[config.mk]
export PLATFORM = sky130hd
export DESIGN_NAME = spi_slave_param_flat
export DESIGN_NICKNAME = d
export VERILOG_FILES = /design/src/rtl/spi_pkg.sv /design/src/rtl/spi_slave_param_if.sv /design/src/rtl/spi_tx_shifter.sv /design/src/rtl/spi_slave_param.sv /design/src/flat_wrapper.sv
export SDC_FILE = /design/constraint.sdc
export NUM_CORES = 1
export LEC_CHECK = 0
export BUFFER_PORTS_ARGS = -buffer_cell sky130_fd_sc_hd__buf_2
export CORE_MARGIN = 2
export CORE_UTILIZATION = 42
export CTS_BUF_LIST = sky130_fd_sc_hd__clkbuf_4
export DETAILED_ROUTE_END_ITERATION = 16
export PLACE_DENSITY = 0.64
export REMOVE_ABC_BUFFERS = 1
export SLEW_MARGIN = 30
export SYNTH_ARGS = -nofsm -noshare
export SYNTH_HDL_FRONTEND = slang
export SYNTH_SLANG_ARGS = --single-unit
[constraint.sdc]
create_clock -name clk -period 1.9 [get_ports clk]
set_input_delay 0.285 -clock clk [delete_from_list [all_inputs] [get_ports clk]]
set_output_delay 0.285 -clock clk [all_outputs]
set_load 0.05 [all_outputs]
[src/rtl/spi_pkg.sv]
// Shared types and defaults for the SPI slave front-end.
// Parity option: SPI_SLAVE_PARITY_EN.
package spi_pkg;

    localparam int DATA_W_DEF = 8;
    localparam int CMD_W_DEF  = 2;

    localparam logic [1:0] WR_ADDR = 2'b00;
    localparam logic [1:0] WR_DATA = 2'b01;
    localparam logic [1:0] RD_ADDR = 2'b10;
    localparam logic [1:0] RD_DATA = 2'b11;

    typedef enum logic [2:0] {
        IDLE,
        CHK_CMD,
        WRITE,
        READ_ADD,
        READ_DATA,
        TX_WAIT,
        TX_SHIFT,
        END
    } state_t;

endpackage

[src/rtl/spi_slave_param_if.sv]
// Serial pins plus RAM-side rx/tx bundle of the SPI slave.
// Parity option: SPI_SLAVE_PARITY_EN.
interface spi_slave_param_if #(
    parameter int DATA_W = 8,
    parameter int CMD_W  = 2
);
    localparam int RX_W = CMD_W + DATA_W;

    logic              ss_n;
    logic              MOSI;
    logic              MISO;
    logic              tx_valid;
    logic [DATA_W-1:0] tx_data;
    logic              rx_valid;
    logic [RX_W-1:0]   rx_data;
    logic              parity_err;

    modport slave (
        input  ss_n, MOSI, tx_valid, tx_data,
        output MISO, rx_valid, rx_data, parity_err
    );

    modport master (
        output ss_n, MOSI, tx_valid, tx_data,
        input  MISO, rx_valid, rx_data, parity_err
    );

endinterface

[src/rtl/spi_tx_shifter.sv]
// MISO path: load a read word, shift it out MSB first.
// Parity option: SPI_SLAVE_PARITY_EN (not used here).
module spi_tx_shifter #(
    parameter int DATA_W = 8
) (
    input  logic              clk,
    input  logic              rst,
    input  logic              load,
    input  logic              shift,
    input  logic              clr,
    input  logic [DATA_W-1:0] data,
    output logic              miso,
    output logic              done
);
    localparam int RW = $clog2(DATA_W + 1);

    logic [DATA_W-1:0] sh;
    logic [RW-1:0]     rem;

    always_ff @(posedge clk) begin
        if (!rst || clr) begin
            sh  <= '0;
            rem <= '0;
        end else if (load) begin
            sh  <= data;
            rem <= RW'(DATA_W);
        end else if (shift && rem != '0) begin
            sh  <= sh << 1;
            rem <= rem - 1'b1;
        end
    end

    // rem counts bits still on the wire, so MISO idles low once empty
    assign miso = (rem != '0) && sh[DATA_W-1];
    assign done = shift && (rem == RW'(1));

endmodule

[src/rtl/spi_slave_param.sv]
// SPI slave front-end: CMD+DATA deserialiser and read-data return.
// Parity option: define SPI_SLAVE_PARITY_EN.
module spi_slave_param
    import spi_pkg::*;
#(
    parameter int DATA_W = DATA_W_DEF,
    parameter int CMD_W  = CMD_W_DEF
) (
    input  logic             clk,
    input  logic             rst,
    spi_slave_param_if.slave bus
);
    localparam int RX_W = CMD_W + DATA_W;
`ifdef SPI_SLAVE_PARITY_EN
    localparam int LAST = RX_W + 1;
    localparam int SH_W = RX_W;
`else
    localparam int LAST = RX_W;
    localparam int SH_W = RX_W - 1;
`endif
    localparam int CNT_W = $clog2(LAST + 1);
    localparam logic [CNT_W-1:0] LAST_C = CNT_W'(LAST);
    localparam logic [CNT_W-1:0] RX_C   = CNT_W'(RX_W);

    state_t state, state_n;

    logic [CNT_W-1:0] cnt, cnt_n, cnt_inc;
    logic [SH_W-1:0]  rx_sh;
    logic [RX_W-1:0]  rx_word, rx_data_q;
    logic             rx_valid_q, rd_addr_ok, par_ok;
    logic             bit_in, frm_end, rx_upd, set_ok, clr_ok;
    logic             tx_load, tx_shift, tx_clr, tx_done, miso;

    // Parity build checks the extra bit; otherwise the last bit comes live
`ifdef SPI_SLAVE_PARITY_EN
    assign rx_word = rx_sh;
    assign par_ok  = (bus.MOSI == ^rx_sh);
`else
    assign rx_word = {rx_sh, bus.MOSI};
    assign par_ok  = 1'b1;
`endif

    assign cnt_inc = (&cnt) ? cnt : cnt + 1'b1;
    assign rx_upd  = frm_end && par_ok;

    always_ff @(posedge clk) begin
        if (!rst) state <= IDLE;
        else      state <= state_n;
    end

    always_comb begin
        state_n  = state;
        cnt_n    = cnt;
        bit_in   = 1'b0;
        frm_end  = 1'b0;
        set_ok   = 1'b0;
        clr_ok   = 1'b0;
        tx_load  = 1'b0;
        tx_shift = 1'b0;
        tx_clr   = 1'b0;
        unique case (state)
            IDLE: begin
                cnt_n = '0;
                if (!bus.ss_n) state_n = CHK_CMD;
            end
            CHK_CMD: begin
                bit_in = 1'b1;
                cnt_n  = CNT_W'(1);
                if (!bus.MOSI)       state_n = WRITE;
                else if (rd_addr_ok) state_n = READ_DATA;
                else                 state_n = READ_ADD;
            end
            WRITE, READ_ADD, READ_DATA: begin
                bit_in = (cnt < RX_C);
                cnt_n  = cnt_inc;
                if (cnt_inc == LAST_C) begin
                    frm_end = 1'b1;
                    if (!par_ok) begin
                        state_n = END;
                    end else if (state == READ_DATA) begin
                        state_n = TX_WAIT;
                    end else begin
                        set_ok  = (state == READ_ADD);
                        state_n = END;
                    end
                end
            end
            TX_WAIT: begin
                if (bus.tx_valid) begin
                    tx_load = 1'b1;
                    state_n = TX_SHIFT;
                end
            end
            TX_SHIFT: begin
                tx_shift = 1'b1;
                if (tx_done) begin
                    clr_ok  = 1'b1;
                    state_n = END;
                end
            end
            END: ;
            default: state_n = IDLE;
        endcase
        // Deselect mid-frame overrides everything, including a last bit
        if (bus.ss_n && state != IDLE) begin
            state_n  = IDLE;
            cnt_n    = '0;
            bit_in   = 1'b0;
            frm_end  = 1'b0;
            set_ok   = 1'b0;
            clr_ok   = 1'b0;
            tx_load  = 1'b0;
            tx_shift = 1'b0;
            tx_clr   = 1'b1;
        end
    end

    always_ff @(posedge clk) begin
        if (!rst) begin
            cnt        <= '0;
            rx_sh      <= '0;
            rx_data_q  <= '0;
            rx_valid_q <= 1'b0;
            rd_addr_ok <= 1'b0;
        end else begin
            cnt        <= cnt_n;
            rx_valid_q <= rx_upd;
            if (bit_in) rx_sh     <= {rx_sh[SH_W-2:0], bus.MOSI};
            if (rx_upd) rx_data_q <= rx_word;
            if (set_ok)      rd_addr_ok <= 1'b1;
            else if (clr_ok) rd_addr_ok <= 1'b0;
        end
    end

`ifdef SPI_SLAVE_PARITY_EN
    logic perr_q;
    always_ff @(posedge clk) begin
        if (!rst) perr_q <= 1'b0;
        else      perr_q <= frm_end && !par_ok;
    end
    assign bus.parity_err = perr_q;
`else
    assign bus.parity_err = 1'b0;
`endif

    spi_tx_shifter #(.DATA_W(DATA_W)) u_tx (
        .clk   (clk),
        .rst   (rst),
        .load  (tx_load),
        .shift (tx_shift),
        .clr   (tx_clr),
        .data  (bus.tx_data),
        .miso  (miso),
        .done  (tx_done)
    );

    assign bus.MISO     = miso;
    assign bus.rx_valid = rx_valid_q;
    assign bus.rx_data  = rx_data_q;

endmodule

[src/flat_wrapper.sv]
// flat-port wrapper written by rule: the top's interface ports become plain ports
module spi_slave_param_flat import spi_pkg::*;
#(
    parameter int DATA_W = DATA_W_DEF,
    parameter int CMD_W  = CMD_W_DEF
)
  (clk, rst, bus_ss_n, bus_MOSI, bus_tx_valid, bus_tx_data, bus_MISO, bus_rx_valid, bus_rx_data, bus_parity_err);
  spi_slave_param_if #(.DATA_W(DATA_W), .CMD_W(CMD_W)) bus_i ();
  input  logic clk;
  input  logic rst;
  input wire logic [$bits(bus_i.ss_n)-1:0] bus_ss_n;
  input wire logic [$bits(bus_i.MOSI)-1:0] bus_MOSI;
  input wire logic [$bits(bus_i.tx_valid)-1:0] bus_tx_valid;
  input wire logic [$bits(bus_i.tx_data)-1:0] bus_tx_data;
  output wire logic [$bits(bus_i.MISO)-1:0] bus_MISO;
  output wire logic [$bits(bus_i.rx_valid)-1:0] bus_rx_valid;
  output wire logic [$bits(bus_i.rx_data)-1:0] bus_rx_data;
  output wire logic [$bits(bus_i.parity_err)-1:0] bus_parity_err;
  assign bus_i.ss_n = bus_ss_n;
  assign bus_i.MOSI = bus_MOSI;
  assign bus_i.tx_valid = bus_tx_valid;
  assign bus_i.tx_data = bus_tx_data;
  assign bus_MISO = bus_i.MISO;
  assign bus_rx_valid = bus_i.rx_valid;
  assign bus_rx_data = bus_i.rx_data;
  assign bus_parity_err = bus_i.parity_err;
  spi_slave_param #(.DATA_W(DATA_W), .CMD_W(CMD_W)) u_core (.clk(clk), .rst(rst), .bus(bus_i));
endmodule
==> impl_summary.log <==
INFO  metric outcome = complete, no violations
INFO  metric dp_hpwl = 2610 um
INFO  metric gate_count_after_technology_mapping = 207
INFO  metric cts.reportedPaths.clkPinSlew = 0.12 ns
INFO  metric reg_to_reg_critical_path_endpoint = u_core.u_tx.sh[1]$_SDFFE_PP0P_
INFO  metric final_setup_violation_count = 0
INFO  metric diodes = 0
INFO  metric cellLeakagePower = 0.996 nW
INFO  metric drt_pass1_iterations = 5
INFO  metric tightestPinTransition = 0.658 ns
INFO  metric r2r.worst_path.cells = 7
INFO  metric first_iter_violations = 45
INFO  metric yosys.area.top_type_share = 43.0%
INFO  metric peak_supply_drop = 0.447 mV
INFO  metric critical_path_arrival = 1.56 ns
INFO  metric cts.htree.levels = 2
INFO  metric netlist-cell-type-count = 40
INFO  metric initial_core_util = 43.1%
INFO  metric rows = 24
INFO  metric syn_avg_cell_area = 9.01 um2
INFO  metric ff2ff_setup_slack = 0.18 ns
INFO  metric worst_r2r_startpoint = u_core.u_tx.rem[1]$_SDFFE_PP0P_
INFO  metric timing.final.hold_violations = 0
INFO  metric worst_ep_required_time = 1.62 ns
INFO  metric numPortBuffers = 24
INFO  metric top_level_ports = 26
INFO  metric grt_antenna_before_repair = 0
INFO  metric setup.worst_path.start_class = flip-flop
INFO  metric drc_errors = 0
INFO  metric cts-hold-fix-buffers = 0
INFO  metric final_core_util = 51.0%
INFO  metric setup.worst_path.class = reg -> out
INFO  metric slew_violations = 0
INFO  metric critical_path.max_stage_delay = 0.38 ns
INFO  metric synth_top_cells_by_count = sky130_fd_sc_hd__dfxtp_1 (40), sky130_fd_sc_hd__nand2_1 (29), sky130_fd_sc_hd__mux2i_1 (24)
INFO  metric vias_per_cell = 5.22
INFO  metric cts_max_path_buffers = 2
INFO  metric layout-drive-gt1-share = 24.4%
INFO  metric postSynth.asyncResetShare = 0%
INFO  metric floorplan.die.height = 70.6 um
INFO  metric timing.hold.worst.start = bus_tx_data[3]
INFO  metric tritoncts = done
INFO  metric routed_wl = 3750 um
INFO  metric synth_enable_flop_cells = 0
INFO  metric grt_first_pass_wirelength = 6470 um
INFO  metric finClkSkew = 0.00743 ns
INFO  metric post_dp_cell_area = 2070 um2
INFO  metric final_area = 2200 um2
INFO  metric dieArea = 4990 um2
INFO  metric synth_largest_area_cell = sky130_fd_sc_hd__dfxtp_1
INFO  metric crit_path_max_fanout = 2
INFO  metric design.core.area = 4320 um2
INFO  metric synth_area_leaders = sky130_fd_sc_hd__dfxtp_1 (43%), sky130_fd_sc_hd__mux2i_1 (13%), sky130_fd_sc_hd__nand2_1 (5.8%), sky130_fd_sc_hd__a21oi_1 (4.0%), sky130_fd_sc_hd__ha_1 (2.7%)
INFO  metric dieWidth = 70.6 um
INFO  metric maxSlewHeadroom = 56.2%
INFO  metric layout_worst_path_cycle_share = 97.2%
INFO  metric globalplace.congestion = 0.755
INFO  metric path_class_of_the_lowest_slack_min_delay_path = in -> reg
INFO  metric cts-root-buf = sky130_fd_sc_hd__clkbuf_4
INFO  metric num-nets-final = 258
INFO  metric grt-ovfl-total = 0
INFO  metric yosys_most_used_dff = sky130_fd_sc_hd__dfxtp_1
INFO  metric drv.max_cap_violation_count = 0
INFO  metric timing.final.crit_period = 1.85 ns
INFO  metric achievable-frequency = 541 MHz
INFO  metric hold-path-cell-count = 3
INFO  metric synth.yosys.warnings = 0
INFO  metric tritoncts_buffer_count = 5
INFO  metric worstSkewPairLatency = 0.35 ns
INFO  metric worst_hold_path.endpoint = u_core.u_tx.sh[3]$_SDFFE_PP0P_
INFO  metric ys_seq_area_share = 43.0%
INFO  metric syn_to_final_growth = 18.3%
INFO  metric grt_max_degree = 15
INFO  metric mappedNetlistArea = 1860 um2
INFO  metric average_routed_wire_per_standard_cell = 12.7 um
INFO  metric critical_path.slowest_cell = sky130_fd_sc_hd__or3b_4
INFO  metric synth_most_common_cell = sky130_fd_sc_hd__dfxtp_1
INFO  metric end_kind = output pin
INFO  metric path_cells = inv_2 -> ha_4 -> or3b_4 -> and2_4 -> buf_8
INFO  metric tritoncts_num_sinks = 40
INFO  metric grt_pass1_vias = 1457
INFO  metric cellPowerDensity = 690 nW/um2
INFO  metric global_route.usage.total = 16.1%
INFO  metric synth-seq-cells = 40
INFO  metric residual_antenna_violating_net_count_after_detailed_routing = 0
INFO  metric routed-via-count = 1534
-- per-stage QoR --
| step | instances | worst slack, ns | setup TNS, ns | power [mW] | hold WS [ns] |
|---|---|---|---|---|---|
| 6_report | 294 | 0.0525 | 0 | 1.52 | 0.147 |
| 5_1_grt | 294 | -0.00471 | -0.00471 | 1.58 | 0.152 |
| 4_1_cts | 294 | 0.0157 | 0 | 1.52 | 0.149 |
| 3_5_place_dp | 283 | 0.0545 | 0 | 0.988 | 0.454 |
| 3_3_place_gp | 283 | 0.0814 | 0 | 0.986 | 0.445 |
| 2_1_floorplan | 193 | 0.114 | 0 | 0.931 | 0.418 |
-- where the power goes --
group	total (mW)	internal, mW	leakage (nW)	switching (mW)
clock network	0.550	0.269	0.0403	0.282
registers	0.853	0.845	0.324	0.00741
logic	0.118	0.0494	0.631	0.0683
-- final cells by class --
| cell class | count | area, um2 |
|---|---|---|
| fillers | 438 | 2120 |
| repair buffers | 41 | 258 |
| clock buffers | 5 | 37.5 |
| flip-flops and latches | 40 | 805 |
| clock inverters | 3 | 37.5 |
| multi-input cells | 147 | 980 |
| well taps | 52 | 65.1 |
| inverters | 6 | 22.5 |
-- what timing repair did --
item / 4_1_cts / 5_1_grt
resized for setup: 9 / 4
setup endpoints to repair: 1 / 11
pin swaps: 1 / 1
endpoints found under the hold margin: 0 / 0
buffers inserted: 3 / 0
-- registers in the layout (all words and copies together) (netlist names) --
name and flops:
u_core.bus.rx_data 10, u_core.bus.rx_valid 1, u_core.cnt 4, u_core.rd_addr_ok 1, u_core.rx_sh 9, u_core.state 3
u_core.u_tx.rem 4, u_core.u_tx.sh 8
-- per-layer routing --
layer,routed length (um),global-route usage [%]
met1,1820,20.5
met2,1730,26.2
met3,109,3.70
met4,89,7.13
met5,0,0
-- cell usage in the layout, fill, tap and decap left out, drive strengths merged, types with 2 or more instances in the layout --
cell and n:
ha 4, clkinv 2, buf 41, nand2b 2, nand4bb 2, a211oi 4
mux2i 24, and2 3, a21oi 15, nor2b 2, dfxtp 40, o21ai 10
a31oi 3, inv 6, nor3 3, nand2 29, clkbuf 5, xor2 2
xnor2 2, nor2 10, nand3 10, o31ai 2, or3b 2, nand4 5
-- logic make-up after synthesis --
group,synth area share (%)
muxes,12.9
buffers and inverters,6.11
DFF,43.0
AOI/OAI and AO/OA,12.7
and+or+nand+nor,20.6
xor gates and xnor gates,1.88
other,0.201
adders and majority gates,2.68
-- critical path, delay by kind of cell (launching register included) --
family | cells | cell delay [ns]
buffers and inverters | 2 | 0.21
adders and majority gates | 1 | 0.13
DFF | 1 | 0.34
and+or+nand+nor | 2 | 0.53
-- worst max path at each step --
stage,startpoint,endpoint,slack [ns],cells after the start
floorplan,u_core.state[1]$_SDFFE_PP0P_,u_core.rx_sh[0]$_SDFFE_PN0P_,0.11,4
global placement,u_core.cnt[0]$_SDFFE_PP0P_,u_core.bus.rx_data[2]$_SDFFE_PN0P_,0.08,6
detailed placement,u_core.cnt[0]$_SDFFE_PP0P_,u_core.bus.rx_data[6]$_SDFFE_PN0P_,0.05,6
CTS,u_core.u_tx.rem[1]$_SDFFE_PP0P_,bus_MISO,0.02,5
global route,u_core.u_tx.rem[1]$_SDFFE_PP0P_,bus_MISO,-0.005,5
finish,u_core.u_tx.rem[1]$_SDFFE_PP0P_,bus_MISO,0.05,5
No activity file was read; power rests on OpenSTA's default activity.
